**config.mk**
```make
export PLATFORM = sky130hd
export DESIGN_NAME = pc_fetch_unit
export DESIGN_NICKNAME = d
export VERILOG_FILES = /design/src/rtl/mips_pkg.sv /design/src/rtl/pc_next_sel.sv /design/src/rtl/pc_fetch_unit.sv
export SDC_FILE = /design/constraint.sdc
export NUM_CORES = 1
export LEC_CHECK = 0
export CAP_MARGIN = 20
export CORE_AREA = 5 5 151 110
export DETAILED_ROUTE_END_ITERATION = 16
export DIE_AREA = 0 0 156 115
export HOLD_SLACK_MARGIN = 0.08
export PLACE_DENSITY_LB_ADDON = 0.08
export SYNTH_ARGS = -nofsm -noshare
export SYNTH_HDL_FRONTEND = slang
export SYNTH_SLANG_ARGS = --single-unit
export TNS_END_PERCENT = 5
```
**constraint.sdc**
```tcl
create_clock -name clk -period 9.3 [get_ports clk]
set_clock_uncertainty 0.2 [all_clocks]
set_input_delay 0.93 -clock clk [delete_from_list [all_inputs] [get_ports clk]]
set_output_delay 0.93 -clock clk [all_outputs]
set_load 0.01 [all_outputs]
```
**src/rtl/mips_pkg.sv**
```systemverilog
// Shared fetch-path definitions: fetch FSM states, PC step, redirect-select encoding.
package mips_pkg;

  localparam int unsigned XLEN = 32;

  localparam logic [XLEN-1:0] PC_STEP = XLEN'(4);

  typedef enum logic [1:0] {
    FS_FETCH = 2'd0,
    FS_WAIT  = 2'd1,
    FS_HOLD  = 2'd2,
    FS_HALT  = 2'd3
  } fetch_state_e;

  typedef enum logic [1:0] {
    SEL_SEQ    = 2'd0,
    SEL_JUMP   = 2'd1,
    SEL_BRANCH = 2'd2
  } redir_sel_e;

  // Clear the byte-offset bits of an address.
  function automatic logic [XLEN-1:0] word_align(input logic [XLEN-1:0] a);
    return {a[XLEN-1:2], 2'b00};
  endfunction

endpackage

```
**src/rtl/pc_next_sel.sv**
```systemverilog
// Next-PC selection: sequential pc + 4, or a jump/branch redirect (jump wins).
// Also flags a redirect whose raw target is not word-aligned; the target
// presented on next_pc_c always has its low two bits cleared.
module pc_next_sel
  import mips_pkg::*;
(
  input  logic [XLEN-1:0] pc,
  input  logic            jump_en,
  input  logic [XLEN-1:0] jump_target,
  input  logic            branch_taken,
  input  logic [XLEN-1:0] branch_target,
  output redir_sel_e      sel_c,
  output logic [XLEN-1:0] pc_plus4_c,
  output logic [XLEN-1:0] next_pc_c,
  output logic            misaligned_c
);

  logic [XLEN-1:0] raw_target;

  // Priority select of the redirect source.
  always_comb begin
    sel_c      = SEL_SEQ;
    raw_target = '0;
    if (jump_en) begin
      sel_c      = SEL_JUMP;
      raw_target = jump_target;
    end else if (branch_taken) begin
      sel_c      = SEL_BRANCH;
      raw_target = branch_target;
    end
  end

  assign pc_plus4_c   = pc + PC_STEP;
  assign misaligned_c = (sel_c != SEL_SEQ) && (raw_target[1:0] != 2'b00);
  assign next_pc_c    = (sel_c == SEL_SEQ) ? pc_plus4_c : word_align(raw_target);

endmodule

```
**src/rtl/pc_fetch_unit.sv**
```systemverilog
// Instruction fetch front end: owns the PC, issues imem reads, buffers one
// instruction for decode and applies jump/branch redirects.
// Optional feature macro: PCF_ALIGN_CHECK_EN (misaligned-target trap + HALT).
module pc_fetch_unit
  import mips_pkg::*;
#(
  parameter logic [XLEN-1:0] RESET_PC = 32'h0000_0000
) (
  input  logic            clk,
  input  logic            rst,
  input  logic            jump_en,
  input  logic [XLEN-1:0] jump_target,
  input  logic            branch_taken,
  input  logic [XLEN-1:0] branch_target,
  input  logic            stall,
  output logic            imem_req_valid,
  output logic [XLEN-1:0] imem_req_addr,
  input  logic            imem_req_ready,
  input  logic            imem_rsp_valid,
  input  logic [XLEN-1:0] imem_rsp_data,
  output logic            instr_valid,
  output logic [XLEN-1:0] instr,
  output logic [XLEN-1:0] instr_pc,
  output logic [XLEN-1:0] instr_pc_plus4
`ifdef PCF_ALIGN_CHECK_EN
  ,
  output logic            fetch_fault
`endif
);

  fetch_state_e    state;
  logic [XLEN-1:0] pc;
  logic            redir_pending;
  logic [XLEN-1:0] redir_target;

  redir_sel_e      sel;
  logic [XLEN-1:0] pc_plus4;
  logic [XLEN-1:0] next_pc;
  logic            misaligned;
  logic            redir_in;
  logic            redir_any;
  logic [XLEN-1:0] redir_pc;

  pc_next_sel u_next_sel (
    .pc            (pc),
    .jump_en       (jump_en),
    .jump_target   (jump_target),
    .branch_taken  (branch_taken),
    .branch_target (branch_target),
    .sel_c         (sel),
    .pc_plus4_c    (pc_plus4),
    .next_pc_c     (next_pc),
    .misaligned_c  (misaligned)
  );

  // A redirect arriving this cycle supersedes any stored one.
  assign redir_in  = (sel != SEL_SEQ);
  assign redir_any = redir_in || redir_pending;
  assign redir_pc  = redir_in ? next_pc : redir_target;

  // Request is a decode of the state register, suppressed while in reset.
  assign imem_req_valid = (state == FS_FETCH) && !rst;
  assign imem_req_addr  = pc;

`ifndef PCF_ALIGN_CHECK_EN
  logic unused_misaligned;
  assign unused_misaligned = misaligned;
`endif

  // Fetch FSM, PC register, redirect capture and instruction buffer.
  always_ff @(posedge clk or posedge rst) begin
    if (rst) begin
      state          <= FS_FETCH;
      pc             <= RESET_PC;
      instr_valid    <= 1'b0;
      instr          <= '0;
      instr_pc       <= '0;
      instr_pc_plus4 <= PC_STEP;
      redir_pending  <= 1'b0;
      redir_target   <= '0;
`ifdef PCF_ALIGN_CHECK_EN
      fetch_fault    <= 1'b0;
`endif
    end else begin
      if (redir_in) begin
        redir_pending <= 1'b1;
        redir_target  <= next_pc;
      end
      case (state)
        // Address is held until accepted even if a redirect arrives; the
        // stale response is then dropped in WAIT.
        FS_FETCH: begin
          if (imem_req_ready) state <= FS_WAIT;
        end
        FS_WAIT: begin
          if (imem_rsp_valid) begin
            if (redir_any) begin
              pc            <= redir_pc;
              redir_pending <= 1'b0;
              state         <= FS_FETCH;
            end else begin
              instr          <= imem_rsp_data;
              instr_pc       <= pc;
              instr_pc_plus4 <= pc_plus4;
              instr_valid    <= 1'b1;
              pc             <= pc_plus4;
              state          <= FS_HOLD;
            end
          end
        end
        FS_HOLD: begin
          if (redir_any) begin
            instr_valid   <= 1'b0;
            pc            <= redir_pc;
            redir_pending <= 1'b0;
            state         <= FS_FETCH;
          end else if (!stall) begin
            instr_valid <= 1'b0;
            state       <= FS_FETCH;
          end
        end
        default: begin
        end
      endcase
`ifdef PCF_ALIGN_CHECK_EN
      if (redir_in && misaligned) begin
        fetch_fault <= 1'b1;
        instr_valid <= 1'b0;
        state       <= FS_HALT;
      end
`endif
    end
  end

endmodule

```
==> results.py, run 1 <==
metrics = {
    "synth": {
        "synth_cell_area_um2": 7447,
        "synth.area.top_cells": "sky130_fd_sc_hd__dfrtp_1 54%, sky130_fd_sc_hd__nand2_1 14%, sky130_fd_sc_hd__mux2i_1 4.2%",
        "post_synth_inst_count": 810,
        "number_of_enable_type_register_cells_in_the_synthesized_netlist": 0,
        "synth.net_count": 918,
        "syn_area_per_cell_um2": 9.194,
        "yosys.cell_types.count": 52,
        "share_of_async_settable_or_async_resettable_flops_after_synthesis_pct": 100.0,
        "synth_largest_type_area_fraction_pct": 54.10,
        "synth_warnings": 0,
        "synth_seq_area_share_pct": 54.45,
        "ys_seq_elements": 162,
        "netlist.top_cell.by_area": "sky130_fd_sc_hd__dfrtp_1",
        "synth-main-ff-cell": "sky130_fd_sc_hd__dfrtp_1",
    },
    "floorplanning": {
        "floorplan.die.width_um": 156,
        "coreArea_um2": 15070,
        "boundaryPins": 233,
        "floorplan.initialDensity_pct": 49.41,
        "dieArea_um2": 17940,
        "fp-row-count": 38,
        "die-height_um": 115,
    },
    "timing": {
        "finalHoldViolCount": 0,
        "tns_ps": 0,
        "max_slew.worst_pin.slew_ps": 941.5,
        "rsz0062_at_grt": "no",
        "final.min_clock_period_ps": 3208,
        "slew_viol_final": 0,
        "min_period_over_period_pct": 34.50,
        "upper_clock_frequency_limit_mhz": 311.7,
        "slew_headroom_pct": 37.23,
        "report.final.setup_viol": 0,
    },
    "grt": {
        "total_global_route_track_usage_pct": 23.16,
        "grt_overflow_total": 0,
        "first_global_vias": 6285,
        "maximum_number_of_pins_on_one_net_before_global_route_repair": 89,
        "antenna_violations_before_repair": 0,
        "grt_pass1_wl_mm": 32.98,
    },
    "hold_path": {
        "worst_min_delay_path_category": "register to register",
        "worstHoldStart": "instr[9]$_DFFE_PP0P_",
        "min_path_cells": 2,
        "capture_endpoint_of_the_worst_hold_path": "instr[9]$_DFFE_PP0P_",
    },
    "clocking": {
        "post_cts_resize_count": 0,
        "clock_buffer_count_from_cts": 17,
        "clock_latency_ps": 430,
        "cts_tree": "built",
        "clock_pin_slew_on_the_worst_setup_and_hold_paths_ps": 60,
        "cts_hold_buffers": 0,
        "clk_path_buf_depth": 2,
        "post_cts.repair.setup_buffers": 0,
        "ctsRootBufferMaster": "sky130_fd_sc_hd__clkbuf_16",
        "cts_max_level": 4,
        "clock-sinks": 162,
    },
    "worst_setup_path": {
        "timing.critical_path.to_type": "output port",
        "worst-endpoint-required_ps": 8170,
        "crit_top_cell": "sky130_fd_sc_hd__clkdlybuf4s50_1",
        "r2r.worst_path.cells": 6,
        "crit_chain": "clkdlybuf4s50_1 -> nor2_1 -> clkdlybuf4s50_1",
        "timing.critical_path.slowest_stage_cell": "sky130_fd_sc_hd__clkdlybuf4s50_1",
        "arrival_ps": 2080,
        "critPathMaxFanout": 2,
        "critical_path.startpoint_type": "input port",
        "worst_path_largest_cell_delay_ps": 540,
        "ff2ff_setup_slack_ps": 6580,
        "worst_r2r_startpoint": "imem_req_addr[2]$_DFFE_PP0P_",
        "regToRegEndpoint": "imem_req_addr[24]$_DFFE_PP0P_",
        "setup_crit_path_kind": "input port to output port",
    },
    "outcome": {
        "status": "completed",
    },
    "place": {
        "finalWeightedCongestion": 0.7674,
        "dp_hpwl_mm": 13.92,
        "io_buffer_count": 228,
    },
    "finish": {
        "nets": 1111,
        "layout.filler_cells": 1191,
        "seqCellArea_um2": 4055,
        "diodes": 0,
        "fin_util_pct": 68.87,
        "area_growth_syn_to_layout_pct": 39.38,
        "multi_input_comb_area_um2": 3128,
        "layout-drive-gt1-share_pct": 5.610,
    },
    "routing": {
        "drt_pre_antenna_iters": 5,
        "routed_wire_length_per_instance_um": 16.84,
        "postRouteAntennaNets": 0,
        "initialDrtViolationCount": 420,
        "routed_wl_mm": 20.48,
        "vias": 6362,
        "via_per_inst": 5.232,
        "drc_errors": 0,
    },
    "power": {
        "power.density_cell_area_nw_per_um2": 312.0,
        "vdd_drop_max_v": 0.0001882,
        "leakage_nw": 4.634,
    },
    "run": {
        "maxCapViolCount": 0,
    },
}
synth_stat cells, types with 3 or more instances:
cell type	number
sky130_fd_sc_hd__nand4_1	12
sky130_fd_sc_hd__buf_1	8
sky130_fd_sc_hd__clkbuf_1	35
sky130_fd_sc_hd__buf_2	13
sky130_fd_sc_hd__nor3_1	5
sky130_fd_sc_hd__buf_4	5
sky130_fd_sc_hd__inv_1	6
sky130_fd_sc_hd__o311ai_1	5
sky130_fd_sc_hd__xnor2_1	11
sky130_fd_sc_hd__ha_1	5
sky130_fd_sc_hd__nor2_1	22
sky130_fd_sc_hd__mux2i_1	31
sky130_fd_sc_hd__and3_1	7
sky130_fd_sc_hd__a2bb2oi_1	7
sky130_fd_sc_hd__and4_1	5
sky130_fd_sc_hd__nor3b_1	3
sky130_fd_sc_hd__a21oi_1	22
sky130_fd_sc_hd__o21ai_0	61
sky130_fd_sc_hd__o22ai_1	13
sky130_fd_sc_hd__nand3_1	19
sky130_fd_sc_hd__xor2_1	17
sky130_fd_sc_hd__a31oi_1	3
sky130_fd_sc_hd__a22oi_1	8
sky130_fd_sc_hd__dfrtp_1	161
sky130_fd_sc_hd__and2_1	4
sky130_fd_sc_hd__nand2_1	277
sky130_fd_sc_hd__o21ai_1	14
cell usage in the layout (no fill, tap or decap), drive strengths merged, types with 4 or more instances in the layout:
cell and n:
o21ai 76, clkbuf 20, a2bb2oi 8, inv 10, a21oi 23, nand3 19, nor2 22, dfrtp 161
xnor2 11, and2 4, o22ai 13, mux2i 31, buf 10, nand2 277, nand4 14, and3 7
nor3 6, clkinvlp 5, clkdlybuf4s50 226, o311ai 5, and4 5, ha 5, xor2 17, a22oi 8
per-layer routing:
metal,global-route usage [%],wire length [µm],vias to the layer above
met3,7.713,1688,17
met1,31.03,8859,3034
met4,4.956,191,0
met2,37.16,9735,193
li1,-,-,3118
met5,0,0,-
per-stage QoR:
| step | cells | hold slack (ps) | setup slack, ps | instance area [µm²] | power (mW) |
|---|---|---|---|---|---|
| after CTS | 1215 | 276.6 | 6083 | 10360 | 3.255 |
| after global routing | 1216 | 291.0 | 5998 | 10380 | 3.455 |
| after global placement | 1183 | 256.4 | 5731 | 9786 | 2.529 |
| final | 1216 | 272.7 | 6092 | 10380 | 3.239 |
| after floorplan | 810 | 256.4 | 3795 | 7447 | 1.829 |
| after detailed placement | 1183 | 260.9 | 5717 | 9786 | 2.553 |
sequential cells by signal (all words and copies together), names as in the netlist:
register,flops
redir_target,32
instr_pc,32
instr_valid,1
instr_pc_plus4,30
instr,32
state,2
redir_pending,1
imem_req_addr,32
cells by family after synthesis:
group / after synthesis / share of synthesized area (%)
AO/OA/AOI/OAI: 148 / 11.91
XOR/XNOR: 28 / 3.293
adder cells (fa/ha/maj): 5 / 0.8401
buffers and inverters: 68 / 3.915
flip-flops: 162 / 54.45
multiplexers: 33 / 4.469
AND/OR/NAND/NOR: 366 / 21.12
worst max path at each step:
stage,startpoint,endpoint,slack (ps),depth (start not counted)
floorplan,rst,imem_req_addr[0]$_DFFE_PP0P_,3800,1
global placement,branch_taken,instr_pc_plus4[29]$_DFFE_PP0P_,5730,7
detailed placement,branch_taken,instr_pc[20]$_DFFE_PP0P_,5720,7
CTS,rst,imem_req_valid,6080,3
global route,branch_taken,instr_pc_plus4[31]$_DFFE_PP0P_,6000,7
finish,rst,imem_req_valid,6090,3
cell type report:
type                    instances  share of cell area (%)
clock inverters                12                   1.181
repair buffers                236                   22.54
clock buffers                  20                   4.400
flip-flops and latches        162                   39.07
multi-input cells             580                   30.13
inverters                       6                  0.2652
well taps                     200                   2.411
worst max-delay path: cells and delay by family:
kind	cells	cell delay, ps
buf+inv	2	1020
simple gates	1	130
power breakdown:
group	total, mW	leakage (nW)	switching [mW]	internal (mW)
clock network	0.689	0.268	0.301	0.388
registers	1.23	2.01	0.261	0.974
logic	1.31	2.36	0.609	0.705
total	3.24	4.63	1.17	2.07
No activity file was read; power rests on OpenSTA's default activity.
==> run 2: changes to the inputs <==
--- a/config.mk
+++ b/config.mk
@@ -6,9 +6,9 @@
 export NUM_CORES = 1
 export LEC_CHECK = 0
 export CAP_MARGIN = 20
-export CORE_AREA = 5 5 151 110
+export CORE_AREA = 5 5 157 114
 export DETAILED_ROUTE_END_ITERATION = 16
-export DIE_AREA = 0 0 156 115
+export DIE_AREA = 0 0 162 119
 export HOLD_SLACK_MARGIN = 0.08
 export PLACE_DENSITY_LB_ADDON = 0.08
 export SYNTH_ARGS = -nofsm -noshare
==> constraint.sdc (replaced) <==
create_clock -name clk -period 3.3 [get_ports clk]
set_clock_uncertainty 0.2 [all_clocks]
set_input_delay 0.33 -clock clk [delete_from_list [all_inputs] [get_ports clk]]
set_output_delay 0.33 -clock clk [all_outputs]
set_load 0.01 [all_outputs]
==> results.py, run 2 (same netlist as run 1, synthesis figures left out) <==
metrics = {
    "outcome": {
        "status": "completed",
    },
    "clocking": {
        "cts_hold_buffers": 0,
        "clock_pin_slew_on_the_worst_setup_and_hold_paths_ps": 70,
        "ctsRootBufferMaster": "sky130_fd_sc_hd__clkbuf_16",
        "post_cts_resize_count": 0,
        "cts_tree": "built",
        "clock_buffer_count_from_cts": 17,
        "clock-sinks": 162,
        "clock_latency_ps": 430,
        "cts_max_level": 4,
        "clk_path_buf_depth": 2,
        "post_cts.repair.setup_buffers": 0,
    },
    "floorplanning": {
        "boundaryPins": 233,
        "dieArea_um2": 19280,
        "fp-row-count": 39,
        "die-height_um": 119,
        "coreArea_um2": 16100,
        "floorplan.die.width_um": 162,
        "floorplan.initialDensity_pct": 46.25,
    },
    "grt": {
        "grt_overflow_total": 0,
        "antenna_violations_before_repair": 0,
        "maximum_number_of_pins_on_one_net_before_global_route_repair": 76,
        "grt_pass1_wl_mm": 33.93,
        "total_global_route_track_usage_pct": 22.05,
        "first_global_vias": 6188,
    },
    "power": {
        "power.density_cell_area_nw_per_um2": 906.5,
        "vdd_drop_max_v": 0.0006164,
        "leakage_nw": 4.744,
    },
    "worst_setup_path": {
        "regToRegEndpoint": "imem_req_addr[20]$_DFFE_PP0P_",
        "crit_chain": "ha_1 -> nand4_1 -> nor4_4 -> and3_1 -> o21ai_1 -> a211oi_1",
        "worst_r2r_startpoint": "imem_req_addr[2]$_DFFE_PP0P_",
        "worst-endpoint-required_ps": 3430,
        "timing.critical_path.slowest_stage_cell": "sky130_fd_sc_hd__nor4_4",
        "setup_crit_path_kind": "register to register",
        "arrival_ps": 2740,
        "timing.critical_path.to_type": "register",
        "critical_path_start": "imem_req_addr[2]$_DFFE_PP0P_",
        "worst_path_largest_cell_delay_ps": 630,
        "setup.worst_path.end": "imem_req_addr[20]$_DFFE_PP0P_",
        "ff2ff_setup_slack_ps": 690,
        "critPathMaxFanout": 9,
        "critical_path.startpoint_type": "register",
        "r2r.worst_path.cells": 6,
    },
    "routing": {
        "postRouteAntennaNets": 0,
        "routed_wire_length_per_instance_um": 17.13,
        "initialDrtViolationCount": 559,
        "routed_wl_mm": 20.97,
        "drc_errors": 0,
        "vias": 6364,
        "drt_pre_antenna_iters": 5,
        "via_per_inst": 5.199,
    },
    "hold_path": {
        "worst_min_delay_path_category": "input port to register",
    },
    "finish": {
        "seqCellArea_um2": 4055,
        "diodes": 0,
        "multi_input_comb_area_um2": 3128,
        "final_cell_mix": "277 x sky130_fd_sc_hd__nand2_1, 226 x sky130_fd_sc_hd__clkdlybuf4s50_1, 161 x sky130_fd_sc_hd__dfrtp_1",
        "nets": 1115,
        "most_frequent_standard_cell_in_the_layout_excluding_fill_and_tap_cells": "sky130_fd_sc_hd__nand2_1",
        "layout.filler_cells": 1344,
        "area_growth_syn_to_layout_pct": 42.47,
        "layout-drive-gt1-share_pct": 5.986,
    },
    "timing": {
        "final.hold.worst_slack_ps": 119.9,
        "min_period_over_period_pct": 79.18,
        "final.min_clock_period_ps": 2613,
        "finalHoldViolCount": 0,
        "max_slew.worst_pin.slew_ps": 783.9,
        "upper_clock_frequency_limit_mhz": 382.7,
        "report.final.setup_viol": 0,
        "slew_viol_final": 0,
        "slew_headroom_pct": 47.74,
        "tns_ps": 0,
        "rsz0062_at_grt": "no",
    },
    "run": {
        "maxCapViolCount": 0,
    },
    "place": {
        "io_buffer_count": 228,
        "dp_hpwl_mm": 14.75,
        "finalWeightedCongestion": 0.7839,
    },
}
run 2: cell types whose count changed in the layout (fill, tap and decap cells not counted), sizes merged:
cell / change
clkinvlp: -2
clkbuf: -2
buf: +4
inv: -4
bufinv: +7
run 2: final cells by class:
type	instances	area share [%]
multi-input combinational	580	29.48
timing repair buffer	240	22.85
inverter	6	0.2476
tap	205	2.417
clock buffer	18	4.139
clock inverter	13	2.642
sequential	162	38.22
run 2: power breakdown:
part / switching, mW / internal (mW) / leakage [nW] / total (mW)
registers: 0.727 / 2.75 / 2.01 / 3.47
logic: 1.72 / 2.01 / 2.39 / 3.74
clock network: 0.816 / 1.59 / 0.344 / 2.41
total: 3.27 / 6.35 / 4.74 / 9.62
run 2: per-layer routing:
layer  up-vias  wire (µm)  GRT usage, %
met1      3012       9165         29.16
met2       210       9760         34.51
met5         -          0             0
met3        20       1737         8.322
met4         0        306         5.705
li1       3122          -             -
run 2: through the flow:
stage	cell area, µm²	std cells	setup WS [ps]	utilization, %	power [mW]
after global routing	10610	1224	438.0	65.89	10.23
after global placement	9891	1193	743.0	61.42	7.206
after floorplan	7451	810	714.0	-	5.154
after CTS	10610	1224	691.6	65.89	9.712
after detailed placement	9891	1193	714.6	61.42	7.261
final	10610	1224	687.0	65.89	9.618
run 2: worst min path at each step:
stage	from	to	slack (ps)	cells past startpoint
CTS	jump_en	redir_pending$_DFF_PP0_	120	3
detailed placement	instr_pc[25]$_DFFE_PP0P_	instr_pc[25]$_DFFE_PP0P_	260	2
global route	jump_en	redir_pending$_DFF_PP0_	150	3
finish	jump_en	redir_pending$_DFF_PP0_	120	3
floorplan	imem_rsp_data[0]	instr[0]$_DFFE_PP0P_	240	2
global placement	instr[22]$_DFFE_PP0P_	instr[22]$_DFFE_PP0P_	260	2
run 2: critical path, delay by kind of cell (launching register included):
family                   cells  cell delay [ps]
flip-flops                   1              490
AND/OR/NAND/NOR              3             1170
AO/OA/AOI/OAI                2              330
adder cells (fa/ha/maj)      1              340
